==> src/rtl/fp_pkg.sv <==
// Shared FP datapath constants, leading-zero count width helper and count type.
package fp_pkg;

  localparam int unsigned MANT_W = 25;

  function automatic int unsigned cnt_width(input int unsigned w);
    return $clog2(w + 1);
  endfunction

  localparam int unsigned LZC_W = cnt_width(MANT_W);

  typedef logic [LZC_W-1:0] lzc_t;

endpackage

==> src/rtl/lzc_core.sv <==
// Combinational leading-zero counter: a tree of 2-bit priority leaves over the
// input padded with zeros on the LSB side up to a power of two.
module lzc_core
  import fp_pkg::*;
#(
  parameter int unsigned WIDTH = MANT_W,
  localparam int unsigned CNT_W = cnt_width(WIDTH)
) (
  input  logic [WIDTH-1:0] data,
  output logic [CNT_W-1:0] cnt,
  output logic             zero
);

  localparam int unsigned LVLS  = $clog2(WIDTH);
  localparam int unsigned PAD_W = 1 << LVLS;

  logic [PAD_W-1:0] pad;

  // LSB padding never moves the first set bit, so the count is unaffected.
  assign pad = PAD_W'(data) << (PAD_W - WIDTH);

  for (genvar g = 1; g <= LVLS; g++) begin : g_lvl
    localparam int unsigned N = PAD_W >> g;
    logic [N-1:0]    any;
    logic [LVLS-1:0] pos [N];
    for (genvar k = 0; k < N; k++) begin : g_node
      if (g == 1) begin : g_leaf
        assign any[k] = pad[2*k+1] | pad[2*k];
        assign pos[k] = LVLS'(!pad[2*k+1]);
      end else begin : g_merge
        // Upper half wins when it holds a one; otherwise skip its full span.
        assign any[k] = g_lvl[g-1].any[2*k+1] | g_lvl[g-1].any[2*k];
        assign pos[k] = g_lvl[g-1].any[2*k+1] ? g_lvl[g-1].pos[2*k+1]
                                              : (g_lvl[g-1].pos[2*k] | LVLS'(1 << (g - 1)));
      end
    end
  end

  assign zero = !g_lvl[LVLS].any[0];
  assign cnt  = zero ? CNT_W'(WIDTH) : CNT_W'(g_lvl[LVLS].pos[0]);

endmodule

==> src/rtl/lzc_norm_pipe.sv <==
// Two-stage pipelined leading-zero count (stage 1) and normalising left shift
// (stage 2) with valid/ready on both sides and a pass-through tag.
module lzc_norm_pipe
  import fp_pkg::*;
#(
  parameter int unsigned WIDTH = MANT_W,
  parameter int unsigned TAG_W = 8,
  localparam int unsigned CNT_W = cnt_width(WIDTH)
) (
  input  logic             clk,
  input  logic             rst,
  input  logic             in_valid,
  output logic             in_ready,
  input  logic [WIDTH-1:0] in_data,
  input  logic [TAG_W-1:0] in_tag,
  output logic             out_valid,
  input  logic             out_ready,
  output logic [CNT_W-1:0] out_lzc,
  output logic [WIDTH-1:0] out_norm,
  output logic             out_zero,
  output logic [TAG_W-1:0] out_tag
);

  localparam int unsigned SH_W = $clog2(WIDTH);

  logic             s1_valid;
  logic [WIDTH-1:0] s1_data;
  logic [TAG_W-1:0] s1_tag;
  logic [CNT_W-1:0] s1_lzc;
  logic             s1_zero;
  logic             s2_valid;
  logic             s1_adv;
  logic             s2_adv;
  logic [CNT_W-1:0] in_lzc;
  logic             in_zero;
  logic [WIDTH-1:0] shifted;

  lzc_core #(.WIDTH(WIDTH)) u_lzc (
    .data (in_data),
    .cnt  (in_lzc),
    .zero (in_zero)
  );

  // Ready propagates combinationally back through both registered stages.
  assign s2_adv    = !s2_valid || out_ready;
  assign s1_adv    = !s1_valid || s2_adv;
  assign in_ready  = !rst && s1_adv;
  assign out_valid = s2_valid;

  // Log-depth barrel shift; for non-zero data the count never exceeds WIDTH-1.
  always_comb begin : barrel
    shifted = s1_data;
    for (int i = 0; i < SH_W; i++) begin
      if (s1_lzc[i]) shifted = shifted << (1 << i);
    end
  end

  always_ff @(posedge clk) begin
    if (rst) begin
      s1_valid <= 1'b0;
      s1_data  <= '0;
      s1_tag   <= '0;
      s1_lzc   <= '0;
      s1_zero  <= 1'b0;
      s2_valid <= 1'b0;
      out_lzc  <= '0;
      out_norm <= '0;
      out_zero <= 1'b0;
      out_tag  <= '0;
    end else begin
      if (s1_adv) begin
        s1_valid <= in_valid;
        if (in_valid) begin
          s1_data <= in_data;
          s1_tag  <= in_tag;
          s1_lzc  <= in_lzc;
          s1_zero <= in_zero;
        end
      end
      if (s2_adv) begin
        s2_valid <= s1_valid;
        if (s1_valid) begin
          out_lzc  <= s1_zero ? CNT_W'(WIDTH) : s1_lzc;
          out_norm <= s1_zero ? '0 : shifted;
          out_zero <= s1_zero;
          out_tag  <= s1_tag;
        end
      end
    end
  end

endmodule

==> config.mk <==
export PLATFORM = sky130hd
export DESIGN_NAME = lzc_norm_pipe
export DESIGN_NICKNAME = d
export VERILOG_FILES = /design/src/rtl/fp_pkg.sv /design/src/rtl/lzc_core.sv /design/src/rtl/lzc_norm_pipe.sv
export SDC_FILE = /design/constraint.sdc
export NUM_CORES = 1
export LEC_CHECK = 0
export CAP_MARGIN = 10
export CORE_MARGIN = 10
export CORE_UTILIZATION = 54
export CTS_BUF_LIST = sky130_fd_sc_hd__clkbuf_8
export CTS_CLUSTER_SIZE = 12
export DETAILED_ROUTE_END_ITERATION = 8
export GPL_TIMING_DRIVEN = 0
export PLACE_DENSITY = 0.82
export SYNTH_ARGS = -nofsm -noshare
export SYNTH_HDL_FRONTEND = slang
export SYNTH_SLANG_ARGS = --single-unit
export TNS_END_PERCENT = 30
==> constraint.sdc <==
create_clock -name clk -period 2.2 [get_ports clk]
set_input_delay 0.55 -clock clk [delete_from_list [all_inputs] [get_ports clk]]
set_output_delay 0.55 -clock clk [all_outputs]
set_load 0.005 [all_outputs]
; ---- Word-level counts from Yosys, hierarchy flattened
; Index checks and enable logic that the tools add are counted.
[classes]
add_sub_neg = 0
mul = 0
n_div = 0
order_cmp = 0
n_eq_ne = 0
n_shift = 0
mux = 21
bitwise_logic = 24
n_reduce_logical = 22
[ops]
columns = cell, count
row1 = $mux 25, 6
row2 = $mux 5, 6
row3 = $or 1x1->1, 24
row4 = $logic_not 1->1, 17
row5 = $mux 2, 6
row6 = $mux 3, 2
row7 = $mux 4, 1
row8 = $reduce_and 2->1, 2
row9 = $logic_or 1x1->1, 2
row10 = $logic_and 1x1->1, 1
[word_totals]
reg_bits = 80
latch_bits = 0
ramBits = 0
rom_bits = 0
wordCells = 77
mem_count = 0

; ---- Longest topological paths before layout
[depth]
depth_word = 6
depth_mapped = 8
depth_no_buf = 5

; ---- Cells and area by module
; From an unflattened synthesis, not the netlist that was laid out.
[hier_totals]
hier_cells = 517
hier_area_um2 = 4379.2
[by_module_without_submodules]
columns = mod, n_inst, cells_per_inst, area_each_um2, seq_area_each_um2
row1 = lzc_norm_pipe, 1, 473, 4115.2, 1601.5
row2 = lzc_core, 1, 44, 264.0, 0.0

; ---- Least setup slack after synthesis
; No wires, ideal clock.
[synth_timing]
path_kind = input-to-reg
from = in in_data[13]
to = reg s1_lzc[0]
setup_time_ps = 91
arrival_time_ps = 1997
t_required_ps = 2109
setup_slack_ps = 112
stages = 4
path_buffers = 0
cell_sequence = or4_4 -> or4b_4 -> o21bai_1 -> a311oi_1
[synth_between]
elab_chain_cells = 6
elab_cells_between_ends = 9
cone_classes = 4 x mux / 5 x bitwise
[synth_rtl]
columns = item, line_no
row1 = from (decl), lzc_norm_pipe.sv:14  ; input logic [WIDTH-1:0] in_data,
row2 = $or 1x1->1 (*), lzc_core.sv:28  ; assign any[k] = pad[2*k+1] | pad[2*k];
row3 = $or 1x1->1 (*), lzc_core.sv:32  ; assign any[k] = g_lvl[g-1].any[2*k+1] | g_lvl[g-1].any[2*k];
row4 = $mux 5 / $or 1x1->1 (equally long branches) (3 in series), "lzc_core.sv:33, lzc_core.sv:32"
row5 = $mux 5 (*), lzc_core.sv:40  ; assign cnt = zero ? CNT_W'(WIDTH) : CNT_W'(g_lvl[LVLS].pos[0]);
row6 = to (signal assigned), lzc_norm_pipe.sv:76  ; s1_lzc <= in_lzc;
row7 = to (decl), lzc_norm_pipe.sv:29  ; logic [CNT_W-1:0] s1_lzc;
; Every way passes the cells marked *; elsewhere a longest branch is shown, timed or not.
; A chain may end at the register's enable or synchronous reset.

; ---- Worst setup path after layout
[layout_timing]
from = in out_ready
to = out in_ready
[layout_between]
elab_chain_cells = 3
[layout_rtl]
columns = item, line_no
row1 = from (decl), lzc_norm_pipe.sv:17  ; input logic out_ready,
row2 = $logic_or 1x1->1, lzc_norm_pipe.sv:45  ; assign s2_adv = !s2_valid || out_ready;
row3 = $logic_or 1x1->1, lzc_norm_pipe.sv:46  ; assign s1_adv = !s1_valid || s2_adv;
row4 = $logic_and 1x1->1, lzc_norm_pipe.sv:47  ; assign in_ready = !rst && s1_adv;
row5 = to (decl), lzc_norm_pipe.sv:13  ; output logic in_ready,
; Every way passes these cells.

==> impl_metrics.yaml <==
min_path:
  worstHoldPathCells: 2
  worstHoldStart: "s1_tag[4]"
  hold_path_class: "flip-flop to flip-flop"
  min_to: "out_tag[4]"
die:
  die_h_um: 109
  start_util: 0.550
  row_count: 32
  dieArea_um2: 11800
  io_pins: 78
  core_region_area_um2: 7690
  die_x_um: 109
power:
  finalPower_mw: 3.26
  powerDensity_nw_per_um2: 599
  p_leak_nw: 1.98
  vdd_ir_drop_max_mv: 0.384
final_layout:
  fillCellCount: 632
  postLayoutCoreUtil: 0.708
  drive_above_1_share: 0.119
  antenna_cells: 0
  layout.nets: 631
  syn2layout_area_growth_pct: 28.7
synthesis:
  synth_edf_count: 0
  synthArstFlopShare: 0
  synth_warnings: 0
  syn_inst: 505
  ys_ff_latch: 80
  synth_flop_cell: "dfxtp_1"
  synth_nets: 542
  syn_avg_cell_area_um2: 8.38
  netlist_area_um2: 4230
  seq_area_frac_synth: 0.379
  ys_types: 56
sta:
  grt_setup_unrepaired: "yes"
  fmax_ghz: 0.459
  setup_viol_count_final: 0
  setup_tns_ns: 0
  slew_violations: 0
  slew_headroom: 0.446
  tightest_slew_ns: 0.824
  fin_skew_ns: 0.0175
  period_needed_ns: 2.18
  fin_ws_ns: 0.0211
  finalHoldViolations: 0
  fin_crit_sh: 0.990
cts:
  cts_tree: "done"
  path_clk_slew_ns: 0.08
  cts-buffers-inserted: 9
  clock_tree.buffer_depth: 2
  clock-sinks: 80
  clkLatencyLatePin_ns: 0.36
  hold_buffers: 0
  root_buffer: "clkbuf_8"
  htree_num_levels: 3
routing:
  vias: 4215
  drt-total-wl_mm: 13.2
  viasPerCell: 6.01
  drc: 0
  drtIter0Drc: 395
  ant_nets: 0
  routedWlPerCell_um: 18.8
  firstDrtPassIters: 5
placement:
  place.gp.congestion: 0.938
  port_buffers: 76
  hpwl_mm: 9.86
  dpl_worst_slack_ns: -0.504
critical_path:
  regToRegEndpoint: "out_norm[23]"
  required_ns: 1.65
  max_stage_delay_ns: 0.44
  cp_max_fo: 4
  cp-start-kind: "input port"
  path_class: "input port to output port"
  cp_cell_sequence: "clkdlybuf4s50_1, nor2b_2, a21oi_1, dlygate4sd2_1"
  crit_slowest_cell: "clkdlybuf4s50_1"
  rr_startpoint: "s1_lzc[2]"
  endpoint_kind: "output port"
  crit_start: "out_ready"
  cp.arrival_ns: 1.63
  ff2ff_path_depth: 7
  r2r_setup_slack_ns: 0.07
global_route:
  grt_pass1_vias: 4022
  antenna_found_initial: 0
  grt_max_degree: 16
  grt.overflow.total: 0
  grtUsageTotal: 0.216
  grt_pass1_wl_mm: 20.3
run_status:
  status: "finished, final reports clean"
run:
  maxCapViolCount: 0
cell usage in the layout (no fill, tap or decap), drive strengths merged, types with 11 or more instances in the layout:
cell type,count
nand2,107
dfxtp,80
a21oi,69
clkdlybuf4s50,63
clkbuf,42
nor2,34
mux2i,29
mux4,15
dlymetal6s2s,12
mux2,11
inv,11
sequential cells by signal, summed over array words and instances, names as in the netlist, 5 cells and up:
register / flops
out_lzc: 5
out_norm: 25
out_tag: 8
s1_data: 25
s1_lzc: 5
s1_tag: 8
final cells by class:
cell class                 count  area [um^2]  area share
tap                          102          128      0.0234
buffer                        37          166      0.0306
sequential                    80         1600       0.294
multi-input combinational    377         2490       0.458
clock inverter                 6         73.8      0.0136
clock buffer                  10          138      0.0253
inverter                      11         41.3     0.00758
timing repair buffer          78          805       0.148
power by group:
| part | internal (mW) | switching (mW) |
|---|---|---|
| Combinational | 0.253 | 0.287 |
| Sequential | 1.51 | 0.0570 |
| Clock | 0.569 | 0.589 |
| Total | 2.33 | 0.933 |
cell usage after synthesis, types with 2 or more instances:
cell,instances,area share
nand2_1,107,0.095
nor4_1,8,0.012
or4_1,2,0.0035
o211ai_1,2,0.0035
o21ai_0,10,0.012
a211oi_1,5,0.0089
o21a_1,2,0.0035
mux2i_1,29,0.069
a2bb2oi_1,3,0.0062
buf_2,7,0.0083
a311oi_1,3,0.0062
o21bai_1,2,0.0035
clkinv_1,2,0.0018
mux4_2,15,0.080
nand3_1,4,0.0047
nor3_1,6,0.0071
o22ai_1,3,0.0044
a22o_1,4,0.0083
nor2_1,34,0.030
a211o_1,4,0.0083
nand2b_1,5,0.0074
nor2b_1,5,0.0074
a22oi_1,6,0.011
or3_1,4,0.0059
nand3b_1,4,0.0071
and2_1,3,0.0044
inv_1,9,0.0080
or4_4,2,0.0053
clkbuf_1,28,0.025
a21oi_1,69,0.082
a221o_1,3,0.0071
dfxtp_1,80,0.38
mux2_2,11,0.029
a31oi_1,2,0.0030
what timing repair did:
item / CTS / global route
gates cloned: 0 / 0
endpoints found under the setup margin: 7 / 25
buffers inserted: 0 / 2
resized for setup: 7 / 26
pin swaps: 1 / 4
logic make-up after synthesis:
kind of cell    Yosys count  share of synthesized area
flops                    80                      0.379
mux                      55                      0.178
buf+inv                  48                     0.0455
compound gates          130                      0.192
simple gates            192                      0.206
metal layers:
layer / track usage / share of wire / up-vias
met5: 0 / 0 / -
met2: 0.369 / 0.50 / 213
li1: - / - / 1998
met1: 0.271 / 0.40 / 1986
met3: 0.0363 / 0.083 / 18
met4: 0.0716 / 0.016 / 0
how the worst max path moves through the flow:
stage,slack (ns),depth (start not counted),endpoint
after detailed placement,-0.50,6,s1_lzc[1]
after CTS,-0.11,5,s1_lzc[0]
after floorplan,0.11,4,s1_lzc[0]
after global placement,-0.47,5,s1_lzc[0]
final,0.02,4,in_ready
after global routing,-0.07,7,out_tag[7]
worst max-delay path, delay by kind of cell:
kind                   cells  cell delay, ns
AND/OR/NAND/NOR            1            0.24
buffers and inverters      2            0.72
AO/OA/AOI/OAI              1            0.11
per-stage QoR:
step	cells	hold slack [ns]	instance area (um^2)
final	701	0.458	5450
after detailed placement	683	0.445	5120
after global placement	683	0.438	5120
after CTS	699	0.461	5350
after global routing	701	0.481	5450
after floorplan	505	0.432	4230
No activity file was read; power rests on OpenSTA's default activity.
